<file path="config.mk">
export PLATFORM = sky130hd
export DESIGN_NAME = block_dispatcher_flat
export DESIGN_NICKNAME = d
export VERILOG_FILES = /design/src/rtl/dispatch_pkg.sv /design/src/rtl/block_dispatcher_if.sv /design/src/rtl/dispatch_pick.sv /design/src/rtl/block_dispatcher.sv /design/src/flat_wrapper.sv
export SDC_FILE = /design/constraint.sdc
export NUM_CORES = 1
export LEC_CHECK = 0
export BUFFER_PORTS_ARGS = -buffer_cell sky130_fd_sc_hd__buf_2
export CORE_MARGIN = 5
export CORE_UTILIZATION = 35
export CTS_CLUSTER_SIZE = 14
export DETAILED_ROUTE_END_ITERATION = 8
export PLACE_DENSITY = 0.52
export SYNTH_ARGS = -nofsm -noshare
export SYNTH_HDL_FRONTEND = slang
export SYNTH_SLANG_ARGS = --single-unit
export TNS_END_PERCENT = 100
</file>
<file path="constraint.sdc">
create_clock -name clk -period 6 [get_ports clk]
set_input_delay 1.5 -clock clk [delete_from_list [all_inputs] [get_ports clk]]
set_output_delay 1.5 -clock clk [all_outputs]
set_load 0.03 [all_outputs]
</file>
<file path="src/rtl/dispatch_pkg.sv">
// Shared types and widths for the block dispatcher.
// Latency: n/a (declarations only).
// Backpressure: n/a.
package dispatch_pkg;

  typedef enum logic [1:0] {
    IDLE = 2'd0,
    RUN  = 2'd1,
    DONE = 2'd2
  } state_t;

  // Block index and kernel thread-count widths (control register is 8 bits)
  localparam int BID_W     = 8;
  localparam int TCNT_IN_W = 8;

  // Per-block active-thread width: must hold the value THREADS_PER_BLOCK itself
  function automatic int tc_w(input int tpb);
    return $clog2(tpb) + 1;
  endfunction

endpackage

</file>
<file path="src/rtl/block_dispatcher_if.sv">
// Core-side bus: per-core run flags, block ids and thread counts, plus done flags back.
// Latency: n/a (wiring only).
// Backpressure: a core stays busy (core_start held) until it raises core_done.
import dispatch_pkg::*;

interface block_dispatcher_if #(
  parameter int NUM_CORES = 2,
  parameter int TC_W      = 3
);
  logic [NUM_CORES-1:0]            core_start;
  logic [NUM_CORES-1:0]            core_done;
  logic [NUM_CORES-1:0][BID_W-1:0] core_block_id;
  logic [NUM_CORES-1:0][TC_W-1:0]  core_thread_count;

  // Dispatcher side
  modport master (
    output core_start, core_block_id, core_thread_count,
    input  core_done
  );

  // Core-array side
  modport slave (
    input  core_start, core_block_id, core_thread_count,
    output core_done
  );
endinterface

</file>
<file path="src/rtl/dispatch_pick.sv">
// Priority encoder: index of the lowest set bit of i_free, with a valid flag.
// Latency: combinational.
// Backpressure: none; o_vld low when no core is free.
import dispatch_pkg::*;

module dispatch_pick #(
  parameter int N     = 2,
  parameter int IDX_W = (N > 1) ? $clog2(N) : 1
) (
  input  logic [N-1:0]     i_free,
  output logic             o_vld,
  output logic [IDX_W-1:0] o_idx
);

  // Scan downward so the lowest free index is the last one written
  always_comb begin
    o_vld = 1'b0;
    o_idx = '0;
    for (int i = N - 1; i >= 0; i--) begin
      if (i_free[i]) begin
        o_vld = 1'b1;
        o_idx = IDX_W'(i);
      end
    end
  end

endmodule

</file>
<file path="src/rtl/block_dispatcher.sv">
// Splits a kernel into blocks of THREADS_PER_BLOCK and hands one block per cycle to the lowest idle core.
// Latency: launch edge enters RUN, first assignment on the next edge; done one cycle after the last completion.
// Backpressure: a core is reused only after its core_done is honoured; optional DISPATCH_PERF_EN adds kernel_cycles.
import dispatch_pkg::*;

module block_dispatcher #(
  parameter int NUM_CORES         = 2,
  parameter int THREADS_PER_BLOCK = 4
) (
  input  logic                 clk,
  input  logic                 reset,
  input  logic                 start,
  input  logic [TCNT_IN_W-1:0] thread_count,
  block_dispatcher_if.master   core_if,
`ifdef DISPATCH_PERF_EN
  output logic [15:0]          kernel_cycles,
`endif
  output logic                 done
);

  localparam int TC_W     = tc_w(THREADS_PER_BLOCK);
  localparam int LOG2_TPB = $clog2(THREADS_PER_BLOCK);
  localparam int IDX_W    = (NUM_CORES > 1) ? $clog2(NUM_CORES) : 1;

  state_t                          r_state, w_state_nxt;
  logic [TCNT_IN_W-1:0]            r_latched, w_latched_nxt;
  logic [BID_W-1:0]                r_total, w_total_nxt;
  logic [BID_W-1:0]                r_disp, w_disp_nxt;
  logic [BID_W-1:0]                r_comp, w_comp_nxt;
  logic [NUM_CORES-1:0]            r_core_start, w_core_start_nxt;
  logic [NUM_CORES-1:0][BID_W-1:0] r_bid, w_bid_nxt;
  logic [NUM_CORES-1:0][TC_W-1:0]  r_tcnt, w_tcnt_nxt;
  logic                            r_done, w_done_nxt;
  logic [15:0]                     r_kcyc, w_kcyc_nxt;

  logic [NUM_CORES-1:0] w_done_mask;
  logic [BID_W-1:0]     w_ndone;
  logic [BID_W-1:0]     w_comp_sum;
  logic [15:0]          w_round_up;
  logic [BID_W-1:0]     w_launch_total;
  logic [15:0]          w_last_rem;
  logic                 w_pick_vld;
  logic [IDX_W-1:0]     w_pick_idx;

  dispatch_pick #(.N(NUM_CORES), .IDX_W(IDX_W)) u_pick (
    .i_free (~r_core_start),
    .o_vld  (w_pick_vld),
    .o_idx  (w_pick_idx)
  );

  // Done flags from idle cores are masked off; count the honoured ones
  always_comb begin
    w_done_mask = core_if.core_done & r_core_start;
    w_ndone     = '0;
    for (int i = 0; i < NUM_CORES; i++) begin
      w_ndone = w_ndone + BID_W'(w_done_mask[i]);
    end
    w_comp_sum     = r_comp + w_ndone;
    w_round_up     = 16'(thread_count) + 16'(THREADS_PER_BLOCK - 1);
    w_launch_total = BID_W'(w_round_up >> LOG2_TPB);
    w_last_rem     = 16'(r_latched) - (16'(r_disp) << LOG2_TPB);
  end

  // Next-state and next-output logic; every register holds by default
  always_comb begin
    w_state_nxt      = r_state;
    w_latched_nxt    = r_latched;
    w_total_nxt      = r_total;
    w_disp_nxt       = r_disp;
    w_comp_nxt       = r_comp;
    w_core_start_nxt = r_core_start;
    w_bid_nxt        = r_bid;
    w_tcnt_nxt       = r_tcnt;
    w_done_nxt       = r_done;
    w_kcyc_nxt       = r_kcyc;
    case (r_state)
      IDLE: begin
        if (start) begin
          w_latched_nxt = thread_count;
          w_total_nxt   = w_launch_total;
          w_disp_nxt    = '0;
          w_comp_nxt    = '0;
          w_kcyc_nxt    = '0;
          if (thread_count == '0) begin
            w_state_nxt = DONE;
            w_done_nxt  = 1'b1;
          end else begin
            w_state_nxt = RUN;
          end
        end
      end
      RUN: begin
        if (r_kcyc != 16'hFFFF) begin
          w_kcyc_nxt = r_kcyc + 16'd1;
        end
        // Cores freed this edge are not in the free mask until next edge
        w_core_start_nxt = r_core_start & ~w_done_mask;
        w_comp_nxt       = w_comp_sum;
        if ((r_disp < r_total) && w_pick_vld) begin
          w_core_start_nxt[w_pick_idx] = 1'b1;
          w_bid_nxt[w_pick_idx]        = r_disp;
          w_tcnt_nxt[w_pick_idx]       = (r_disp == r_total - BID_W'(1)) ?
                                         TC_W'(w_last_rem) : TC_W'(THREADS_PER_BLOCK);
          w_disp_nxt                   = r_disp + BID_W'(1);
        end
        if (w_comp_sum == r_total) begin
          w_state_nxt = DONE;
          w_done_nxt  = 1'b1;
        end
      end
      DONE: begin
        if (!start) begin
          w_state_nxt = IDLE;
          w_done_nxt  = 1'b0;
        end
      end
      default: begin
        w_state_nxt = IDLE;
        w_done_nxt  = 1'b0;
      end
    endcase
  end

  // State and output registers; reset clears everything mid-kernel too
  always_ff @(posedge clk or negedge reset) begin
    if (!reset) begin
      r_state      <= IDLE;
      r_latched    <= '0;
      r_total      <= '0;
      r_disp       <= '0;
      r_comp       <= '0;
      r_core_start <= '0;
      r_bid        <= '0;
      r_tcnt       <= '0;
      r_done       <= 1'b0;
      r_kcyc       <= '0;
    end else begin
      r_state      <= w_state_nxt;
      r_latched    <= w_latched_nxt;
      r_total      <= w_total_nxt;
      r_disp       <= w_disp_nxt;
      r_comp       <= w_comp_nxt;
      r_core_start <= w_core_start_nxt;
      r_bid        <= w_bid_nxt;
      r_tcnt       <= w_tcnt_nxt;
      r_done       <= w_done_nxt;
      r_kcyc       <= w_kcyc_nxt;
    end
  end

  assign core_if.core_start        = r_core_start;
  assign core_if.core_block_id     = r_bid;
  assign core_if.core_thread_count = r_tcnt;
  assign done                      = r_done;
`ifdef DISPATCH_PERF_EN
  assign kernel_cycles = r_kcyc;
`endif

endmodule

</file>
<file path="src/flat_wrapper.sv">
// flat-port wrapper written by rule: the top's interface ports become plain ports
module block_dispatcher_flat 
#(
  parameter int NUM_CORES         = 2,
  parameter int THREADS_PER_BLOCK = 4
)
  (clk, reset, start, thread_count, done, core_if_core_start, core_if_core_block_id, core_if_core_thread_count, core_if_core_done);
  block_dispatcher_if #(.NUM_CORES(NUM_CORES), .TC_W(3)) core_if_i ();
  input  logic clk;
  input  logic reset;
  input  logic start;
  input  logic [TCNT_IN_W-1:0] thread_count;
  output logic done;
  output wire logic [$bits(core_if_i.core_start)-1:0] core_if_core_start;
  output wire logic [$bits(core_if_i.core_block_id)-1:0] core_if_core_block_id;
  output wire logic [$bits(core_if_i.core_thread_count)-1:0] core_if_core_thread_count;
  input wire logic [$bits(core_if_i.core_done)-1:0] core_if_core_done;
  assign core_if_core_start = core_if_i.core_start;
  assign core_if_core_block_id = core_if_i.core_block_id;
  assign core_if_core_thread_count = core_if_i.core_thread_count;
  assign core_if_i.core_done = core_if_core_done;
  block_dispatcher #(.NUM_CORES(NUM_CORES), .THREADS_PER_BLOCK(THREADS_PER_BLOCK)) u_core (.clk(clk), .reset(reset), .start(start), .thread_count(thread_count), .core_if(core_if_i), .done(done));
endmodule
</file>
### Yosys cells after proc, flatten, opt, wreduce, memory -nomap -nowiden

Cells that the tools add are included.

* bits in registers: 54
* bits of input ports: 13
* logic and storage cells: 72

* add/sub/neg operators: 6
* magnitude comparators: 3
* equal/unequal tests: 9
* multiplexer cells: 27
* bitwise operators: 5
* reductions and logical operators: 11

Operator list (number)
* case mux 8 bit (2 select lines): 2
* 2-to-1 mux 8 bit: 3
* bitwise mux 16 bit: 1
* == test 8 bit: 2
* 2-to-1 mux 2 bit: 5
* adder 8 x 2 -> 9 bit, second input constant: 1
* adder 8 x 1 -> 8 bit, second input constant: 1
* adder 8 bit: 1
* demux 8 bit (select 1 bit): 1
* logical NOT 8 bit: 1
* < comparator 8 bit: 1
* 2-to-1 mux 1 bit: 8
* subtractor 8 x 1 -> 8 bit, second input constant: 1
* bitwise mux 6 bit: 1
* 2-to-1 mux 3 bit: 2
* != test 2 x 1 -> 1 bit, second input constant: 3
* case mux 2 bit (3 select lines): 1
* AND reduction 2 bit: 3
* AND reduction 3 bit: 2
* bitwise AND 2 bit: 2
* != test 2 bit, second input constant: 2
* inverter 2 bit: 2
* AND reduction 4 bit: 1
* demux 3 bit (select 1 bit): 1
* other kinds (12): 13

### Logic depth before layout (Yosys ltp)

Gate-level depths: netlist (run 1).

* depth in word-level cells: 9
* depth in mapped cells: 10
* gate-level depth less buffers: 9

### Cells and area by module

From an unflattened synthesis (run 1), not the netlist that was laid out.

* cells, all modules: 324
* area, all modules: 3110.5 um^2

Modules (own cells, without submodules)
* block_dispatcher: times used 1, cells an instance 322, area an instance 3095.5 um^2, sequential area each 1326.3 um^2
* dispatch_pick: times used 1, cells an instance 2, area an instance 15.0 um^2, sequential area each 0.0 um^2

### Worst setup path after synthesis (run 1)

Ideal clock, no wire load.

* kind: input to register
* from: input core_if_core_done[0]
* to: register u_core.r_state[0]
* arrival time: 3834 ps
* path slack: 2035 ps
* cell stages on the path: 10
* path buffers: 1
* cell sequence: and2_1 -> ha_1 -> ha_1 -> fa_1 -> and3_1 -> buf_6 -> xnor2_1 -> or4_1 -> a2111o_1 -> o2bb2ai_1

* longest elaborated chain between the ends: 6

RTL lines
* from (decl): RTL line flat_wrapper.sv:17 `input wire logic [$bits(core_if_i.core_done)-1:0] core_if_core_done;`
* bitwise AND 2 bit: RTL line block_dispatcher.sv:53 `w_done_mask = core_if.core_done & r_core_start;`
* adder 1 x 1 -> 2 bit: RTL line block_dispatcher.sv:56 `w_ndone = w_ndone + BID_W'(w_done_mask[i]);`
* adder 8 bit: RTL line block_dispatcher.sv:58 `w_comp_sum = r_comp + w_ndone;`
* == test 8 bit: RTL line block_dispatcher.sv:106 `if (w_comp_sum == r_total) begin`
* != test 2 x 1 -> 1 bit (no source line)
* AND reduction 3 bit (no source line)
* to (signal assigned): RTL line block_dispatcher.sv:138 `r_state <= w_state_nxt;`
* to (decl): RTL line block_dispatcher.sv:25 `state_t r_state, w_state_nxt;`

No other way between the ends.
A chain may end at the register's enable or synchronous reset.

### Final worst setup path (run 1)

Same ends and word-level chain as after synthesis.

==> flow_metrics.env, run 1 <==
export IMPL_avgRoutedWirePerCell_um=15.3
export IMPL_startpoint_type="input port"
export IMPL_setup_tns_ns=0
export IMPL_slew_headroom_pct=43.3
export IMPL_min_to="u_core.core_if.core_block_id[15]$_DFFE_PN0P_"
export IMPL_holdPathStages=1
export IMPL_seq_area_frac_synth_pct=43.4
export IMPL_crit_chain="buf_2, and2_1, ha_1, ha_1, fa_1, and3_1, xnor2_1, or4_1, a2111o_1, o2bb2ai_1"
export IMPL_skew_ns=0.00450
export IMPL_max_freq_ghz=0.256
export IMPL_hp_class="flop to flop"
export IMPL_synthFlopType="dfrtp_1"
export IMPL_maxCapViolations=0
export IMPL_rsz0062_at_grt="no"
export IMPL_antenna_found_initial=0
export IMPL_cp_slowest_stage_delay_ns=0.48
export IMPL_vias=2340
export IMPL_num_antenna_cells=0
export IMPL_ant_nets=0
export IMPL_grt_max_degree=54
export IMPL_setup_ws_ns=2.09
export IMPL_overflow=0
export IMPL_hp_start="u_core.core_if.core_block_id[15]$_DFFE_PN0P_"
export IMPL_cp_data_arrival_time_ns=4.07
export IMPL_fillers=884
export IMPL_initial_utilization_pct=35.5
export IMPL_routed_via_density=5.23
export IMPL_numCtsBuffers=5
export IMPL_gp_congestion=0.798
export IMPL_yosys_area_top_type_share_pct=43.4
export IMPL_tightestPinTransition_ns=0.849
export IMPL_root_buffer="clkbuf_8"
export IMPL_async_flop_share_pct=100
export IMPL_netlist_area_um2=3050
export IMPL_yosys_cell_count_top_type="dfrtp_1"
export IMPL_power_density_nw_per_um2=486
export IMPL_reg2reg_slack_ns=2.86
export IMPL_cp_end_kind="flop"
export IMPL_fp_row_count=34
export IMPL_critPathMaxFanout=5
export IMPL_ctsResizeCount=0
export IMPL_grt_pass1_wl_mm=11.1
export IMPL_ys_types=52
export IMPL_die_area_um2=10700
export IMPL_route_detailed_drc=0
export IMPL_htreeDepth=2
export IMPL_synth_seq_cells=53
export IMPL_cpMaxStageDelayCell="fa_1"
export IMPL_setup_viol=0
export IMPL_crit_type="input port to flop"
export IMPL_hold_viol_final=0
export IMPL_core_region_area_um2=8590
export IMPL_final_layout_size_suffix_gt1_share_pct=19.8
export IMPL_clockBufferDepth=2
export IMPL_r2r_end="u_core.core_if.core_block_id[9]$_DFFE_PN0P_"
export IMPL_firstDrtPassIters=4
export IMPL_cts_setup_buffers=0
export IMPL_cts_hold_fix_buffers=0
export IMPL_leakagePower_uw=0.00162
export IMPL_gr_usage_all_layers_pct=13.4
export IMPL_netlist_top_cells_area="dfrtp_1 (43%), nand2_1 (5.3%), mux2_2 (5.2%), ha_1 (4.9%), xnor2_1 (4.0%)"
export IMPL_synth_nets=337
export IMPL_first_iter_violations=80
export IMPL_fin_crit_sh_pct=65.1
export IMPL_io_buffer_count=37
export IMPL_area_growth_syn_to_layout_pct=10.0
export IMPL_die_x_um=103
export IMPL_hpwl_mm=4.93
export IMPL_synth_edf_count=0
export IMPL_design_area_um2=3360
export IMPL_status="finished clean"
export IMPL_yosys_warnings=0
export IMPL_ioPinCount=38
export IMPL_fin_cells=447
export IMPL_cp_data_required_time_ns=6.16
export IMPL_r2r_cells=6
export IMPL_grt_pass1_vias=2172
export IMPL_finalCriticalPeriod_ns=3.91
export IMPL_placed_cell_area_um2=3270
export IMPL_pre_cts_ws_ns=1.78
export IMPL_dp_cells=439
export IMPL_fp_dieH_um=103
export IMPL_clock_sinks=53
export IMPL_syn_area_per_cell_um2=9.82
export IMPL_clock_latency_ns=0.31
export IMPL_slew_viol_final=0
export IMPL_crit_top_cell="ha_1"
export IMPL_path_clk_slew_ns=0.10
export IMPL_ir_worst_vdd_v=0.000135
export IMPL_syn_inst=311
export IMPL_tritoncts="yes"
export IMPL_synth_top_cell_by_area="dfrtp_1"
export IMPL_wirelength_mm=6.83
export IMPL_ys_top_cells_by_count="dfrtp_1 (53), nand2_1 (43), o21ai_0 (20)"
export IMPL_timing_rr_start="u_core.r_total[5]$_DFFE_PN0P_"
export IMPL_power_uw=1630
export IMPL_nets=364
-- cells in the final DEF (no fill, tap or decap), types with 9 or more instances in the layout --
cell type and n:
dfrtp_1 53, xor2_1 9, inv_1 13, nand2_1 43, xnor2_1 14, and3_1 9
nor2_1 12, buf_2 37, o21ai_0 20, ha_1 12, nand4_1 9, mux2_2 14
-- report_power, final --
part           internal (uW)  leakage [uW]  switching (uW)
combinational            333      0.000886             490
sequential               459      0.000687             140
clock                   85.3     0.0000452             125
total                    877       0.00162             754
-- final cells by class --
| cell class | instances | area, um2 | share of cell area [%] |
|---|---|---|---|
| clock buffers | 5 | 68.8 | 2.05 |
| clock inverters | 3 | 25.0 | 0.745 |
| inverters | 13 | 48.8 | 1.45 |
| multi-input cells | 226 | 1560 | 46.3 |
| flip-flops and latches | 53 | 1330 | 39.5 |
| well taps | 108 | 135 | 4.02 |
| repair buffers | 39 | 200 | 5.96 |
-- cell families (layout without fill, tap and decap cells) --
kind of cell,count (synthesis),after routing,share of synthesized area (%)
compound gates,60,60,13.3
xor+xnor,23,23,6.60
fa+ha+maj,13,13,5.57
buf+inv,32,60,5.61
flops,53,53,43.4
mux,21,21,7.46
simple gates,109,109,18.0
-- state kept, by name, summed over array words and instances (netlist names) --
register,flops
u_core.core_if.core_block_id,16
u_core.core_if.core_thread_count,6
u_core.r_disp,8
u_core.r_comp,8
u_core.done,1
u_core.r_latched,3
u_core.core_if.core_start,2
u_core.r_total,7
u_core.r_state,2
-- worst max-delay path, delay by kind of cell --
kind,cells,cell delay [ns]
AO/OA/AOI/OAI,2,0.52
XOR/XNOR,1,0.14
adder cells (fa/ha/maj),3,1.01
buffers and inverters,1,0.09
AND/OR/NAND/NOR,3,0.80
-- how the worst max path moves through the flow --
| stage | startpoint | slack, ns | cells past startpoint | end |
|---|---|---|---|---|
| after global routing | core_if_core_done[0] | 2.03 | 10 | u_core.r_state[0]$_DFFE_PN0P_ |
| after CTS | core_if_core_done[0] | 2.11 | 10 | u_core.r_state[0]$_DFFE_PN0P_ |
| after detailed placement | core_if_core_done[0] | 1.78 | 10 | u_core.r_state[0]$_DFFE_PN0P_ |
| final | core_if_core_done[0] | 2.09 | 10 | u_core.r_state[0]$_DFFE_PN0P_ |
| after global placement | core_if_core_done[0] | 1.84 | 10 | u_core.r_state[0]$_DFFE_PN0P_ |
| after floorplan | core_if_core_done[0] | 2.03 | 10 | u_core.r_state[0]$_DFFE_PN0P_ |
-- per-stage QoR --
| step | util, % | hold slack, ns |
|---|---|---|
| CTS | 39.1 | 0.513 |
| floorplan | - | 0.467 |
| detailed placement | 38.0 | 0.493 |
| finish | 39.1 | 0.507 |
| global placement | 38.0 | 0.480 |
| global route | 39.1 | 0.524 |
-- per-layer routing --
metal / share of wire (%) / GRT usage, % / wire [um]
met5: 0 / 0 / 0
met1: 48 / 18.8 / 3290
met2: 48 / 21.2 / 3280
met4: 1.2 / 3.88 / 81
met3: 2.6 / 2.35 / 179
No activity file was read; power rests on OpenSTA's default activity.
==> run 2, diff against run 1 <==
==> constraint.sdc (replaced) <==
create_clock -name clk -period 3.6 [get_ports clk]
set_input_delay 0.9 -clock clk [delete_from_list [all_inputs] [get_ports clk]]
set_output_delay 0.9 -clock clk [all_outputs]
set_load 0.03 [all_outputs]
==> run 2 against run 1 <==
Compared with the run above:
- clock power is 97% higher
- sequential power is 67% higher
- register-to-register slack worse by 2.3 ns
- core utilization is 0.55 points higher
- global-route usage is 0.72 points higher
- hold slack worse by 0.024 ns
- via count is 0.47% higher
- highest routed layer unchanged
==> flow_metrics.env, run 2 (synthesized netlist as in run 1, its figures left out) <==
export IMPL_gr_usage_all_layers_pct=14.1
export IMPL_critPathMaxFanout=3
export IMPL_combPwrFrac_pct=49.8
export IMPL_cp_slowest_stage_delay_ns=0.52
export IMPL_design_area_um2=3410
export IMPL_die_x_um=103
export IMPL_fp_dieH_um=103
export IMPL_cp_data_required_time_ns=3.77
export IMPL_ioPinCount=38
export IMPL_setup_tns_ns=0
export IMPL_root_buffer="clkbuf_8"
export IMPL_finalCriticalPeriod_ns=3.24
export IMPL_fp_row_count=34
export IMPL_cpMaxStageDelayCell="fa_1"
export IMPL_final_cell_mix="dfrtp_1 (53), nand2_1 (43), buf_2 (37), o21ai_0 (20)"
export IMPL_p_seq_share_pct=35.5
export IMPL_nets=368
export IMPL_max_freq_ghz=0.308
export IMPL_placed_cell_area_um2=3300
export IMPL_grt_pass1_wl_mm=11.8
export IMPL_ctsResizeCount=0
export IMPL_overflow=0
export IMPL_final_common_cell="dfrtp_1"
export IMPL_hpwl_mm=5.21
export IMPL_power_frac_clock_pct=14.7
export IMPL_slew_headroom_pct=44.5
export IMPL_ir_worst_vdd_v=0.000213
export IMPL_rsz0062_at_grt="no"
export IMPL_initial_utilization_pct=35.5
export IMPL_clock_sinks=53
export IMPL_tightestPinTransition_ns=0.830
export IMPL_fin_crit_sh_pct=90.1
export IMPL_crit_type="input port to flop"
export IMPL_skew_ns=0.00518
export IMPL_antenna_found_initial=0
export IMPL_status="finished clean"
export IMPL_htreeDepth=2
export IMPL_cts_setup_buffers=0
export IMPL_grt_pass1_vias=2353
export IMPL_routed_via_density=5.21
export IMPL_area_growth_syn_to_layout_pct=11.6
export IMPL_fin_cells=451
export IMPL_dp_cells=443
export IMPL_slew_viol_final=0
export IMPL_setup_viol=0
export IMPL_crit_top_cell="ha_1"
export IMPL_route_detailed_drc=0
export IMPL_die_area_um2=10700
export IMPL_hp_class="input port to asynchronous set/reset pin"
export IMPL_maxCapViolations=0
export IMPL_startpoint_type="input port"
export IMPL_avgRoutedWirePerCell_um=15.7
export IMPL_ant_nets=0
export IMPL_cts_hold_fix_buffers=0
export IMPL_io_buffer_count=37
export IMPL_cp_data_arrival_time_ns=3.41
export IMPL_firstDrtPassIters=4
export IMPL_crit_chain="buf_2, and2_1, ha_1, ha_1, fa_1, xor2_1, or4_1, a2111o_1, o2bb2ai_1"
export IMPL_hold_viol_final=0
export IMPL_vias=2351
export IMPL_gp_congestion=0.818
export IMPL_p_sw_share_pct=45.0
export IMPL_first_iter_violations=82
export IMPL_largest_register_ffs=16
export IMPL_tritoncts="yes"
export IMPL_leakagePower_uw=0.00165
export IMPL_numCtsBuffers=5
export IMPL_power_density_nw_per_um2=829
export IMPL_path_clk_slew_ns=0.10
export IMPL_grt_max_degree=23
export IMPL_num_antenna_cells=0
export IMPL_clock_latency_ns=0.31
export IMPL_power_switching_uw=1270
export IMPL_core_region_area_um2=8590
export IMPL_wirelength_mm=7.06
export IMPL_post_route_util_pct=39.6
export IMPL_clockBufferDepth=2
export IMPL_cp_end_kind="flop"
export IMPL_final_layout_size_suffix_gt1_share_pct=20.4
export IMPL_p_int_uw=1550
export IMPL_hold_slack_ns=0.484
==> run 2: cell count changes in the layout (fill, tap and decap cells not counted), sizes merged <==
cell	previous run	this run
clkinvlp	1	0
inv	15	13
bufinv	0	1
clkbuf	5	6
buf	39	43
clkinv	0	1
==> run 2: per-layer routing <==
metal,track usage (%),wire [um],up-vias
li1,-,-,1155
met1,19.1,3400,1161
met2,23.0,3350,28
met3,2.75,231,7
met4,4.18,79,0
met5,0,0,-
==> run 2: stage by stage <==
stage | total power, uW | setup slack (ns)
6_report | 2820 | 0.356
2_1_floorplan | 2090 | 0.235
3_3_place_gp | 2400 | 0.0681
4_1_cts | 2850 | 0.349
3_5_place_dp | 2430 | 0.0162
5_1_grt | 3050 | 0.273
==> run 2: critical path, delay by kind of cell <==
family | cells | cell delay, ns
AOI/OAI and AO/OA | 2 | 0.51
xor gates and xnor gates | 1 | 0.18
adders and majority gates | 3 | 1.05
buffers and inverters | 1 | 0.09
and+or+nand+nor | 2 | 0.67
==> run 2: path summary, 6_finish.rpt <==
| kind | start | endpoint | slack (ns) | depth (start not counted) |
|---|---|---|---|---|
| max reg2reg | u_core.core_if.core_start[0]$_DFFE_PN0P_ | u_core.r_state[0]$_DFFE_PN0P_ | 0.59 | 8 |
| min reg2reg | u_core.core_if.core_block_id[7]$_DFFE_PN0P_ | u_core.core_if.core_block_id[7]$_DFFE_PN0P_ | 0.50 | 1 |
| min | reset | u_core.done$_DFFE_PN0P_ | 0.48 | 1 |
| min in group clk | u_core.core_if.core_block_id[7]$_DFFE_PN0P_ | u_core.core_if.core_block_id[7]$_DFFE_PN0P_ | 0.50 | 1 |
| max | core_if_core_done[0] | u_core.r_state[0]$_DFFE_PN0P_ | 0.36 | 9 |
| max in group asynchronous | reset | u_core.core_if.core_block_id[6]$_DFFE_PN0P_ | 2.50 | 2 |
==> run 2: layout make-up <==
type	count	area (um2)
Fill cell	891	5190
Multi-Input combinational cell	226	1560
Sequential cell	53	1330
Timing Repair Buffer	43	230
Tap cell	108	135
Clock buffer	6	72.6
Inverter	13	48.8
Clock inverter	2	38.8
==> run 2: power by group through the flow <==
stage	combinational (uW)	sequential (uW)	clock [uW]
6_report	1410	1000	414
5_1_grt	1570	1030	445
4_1_cts	1420	999	427
3_5_place_dp	1420	1010	0
3_3_place_gp	1390	1010	0
2_1_floorplan	1080	1010	0
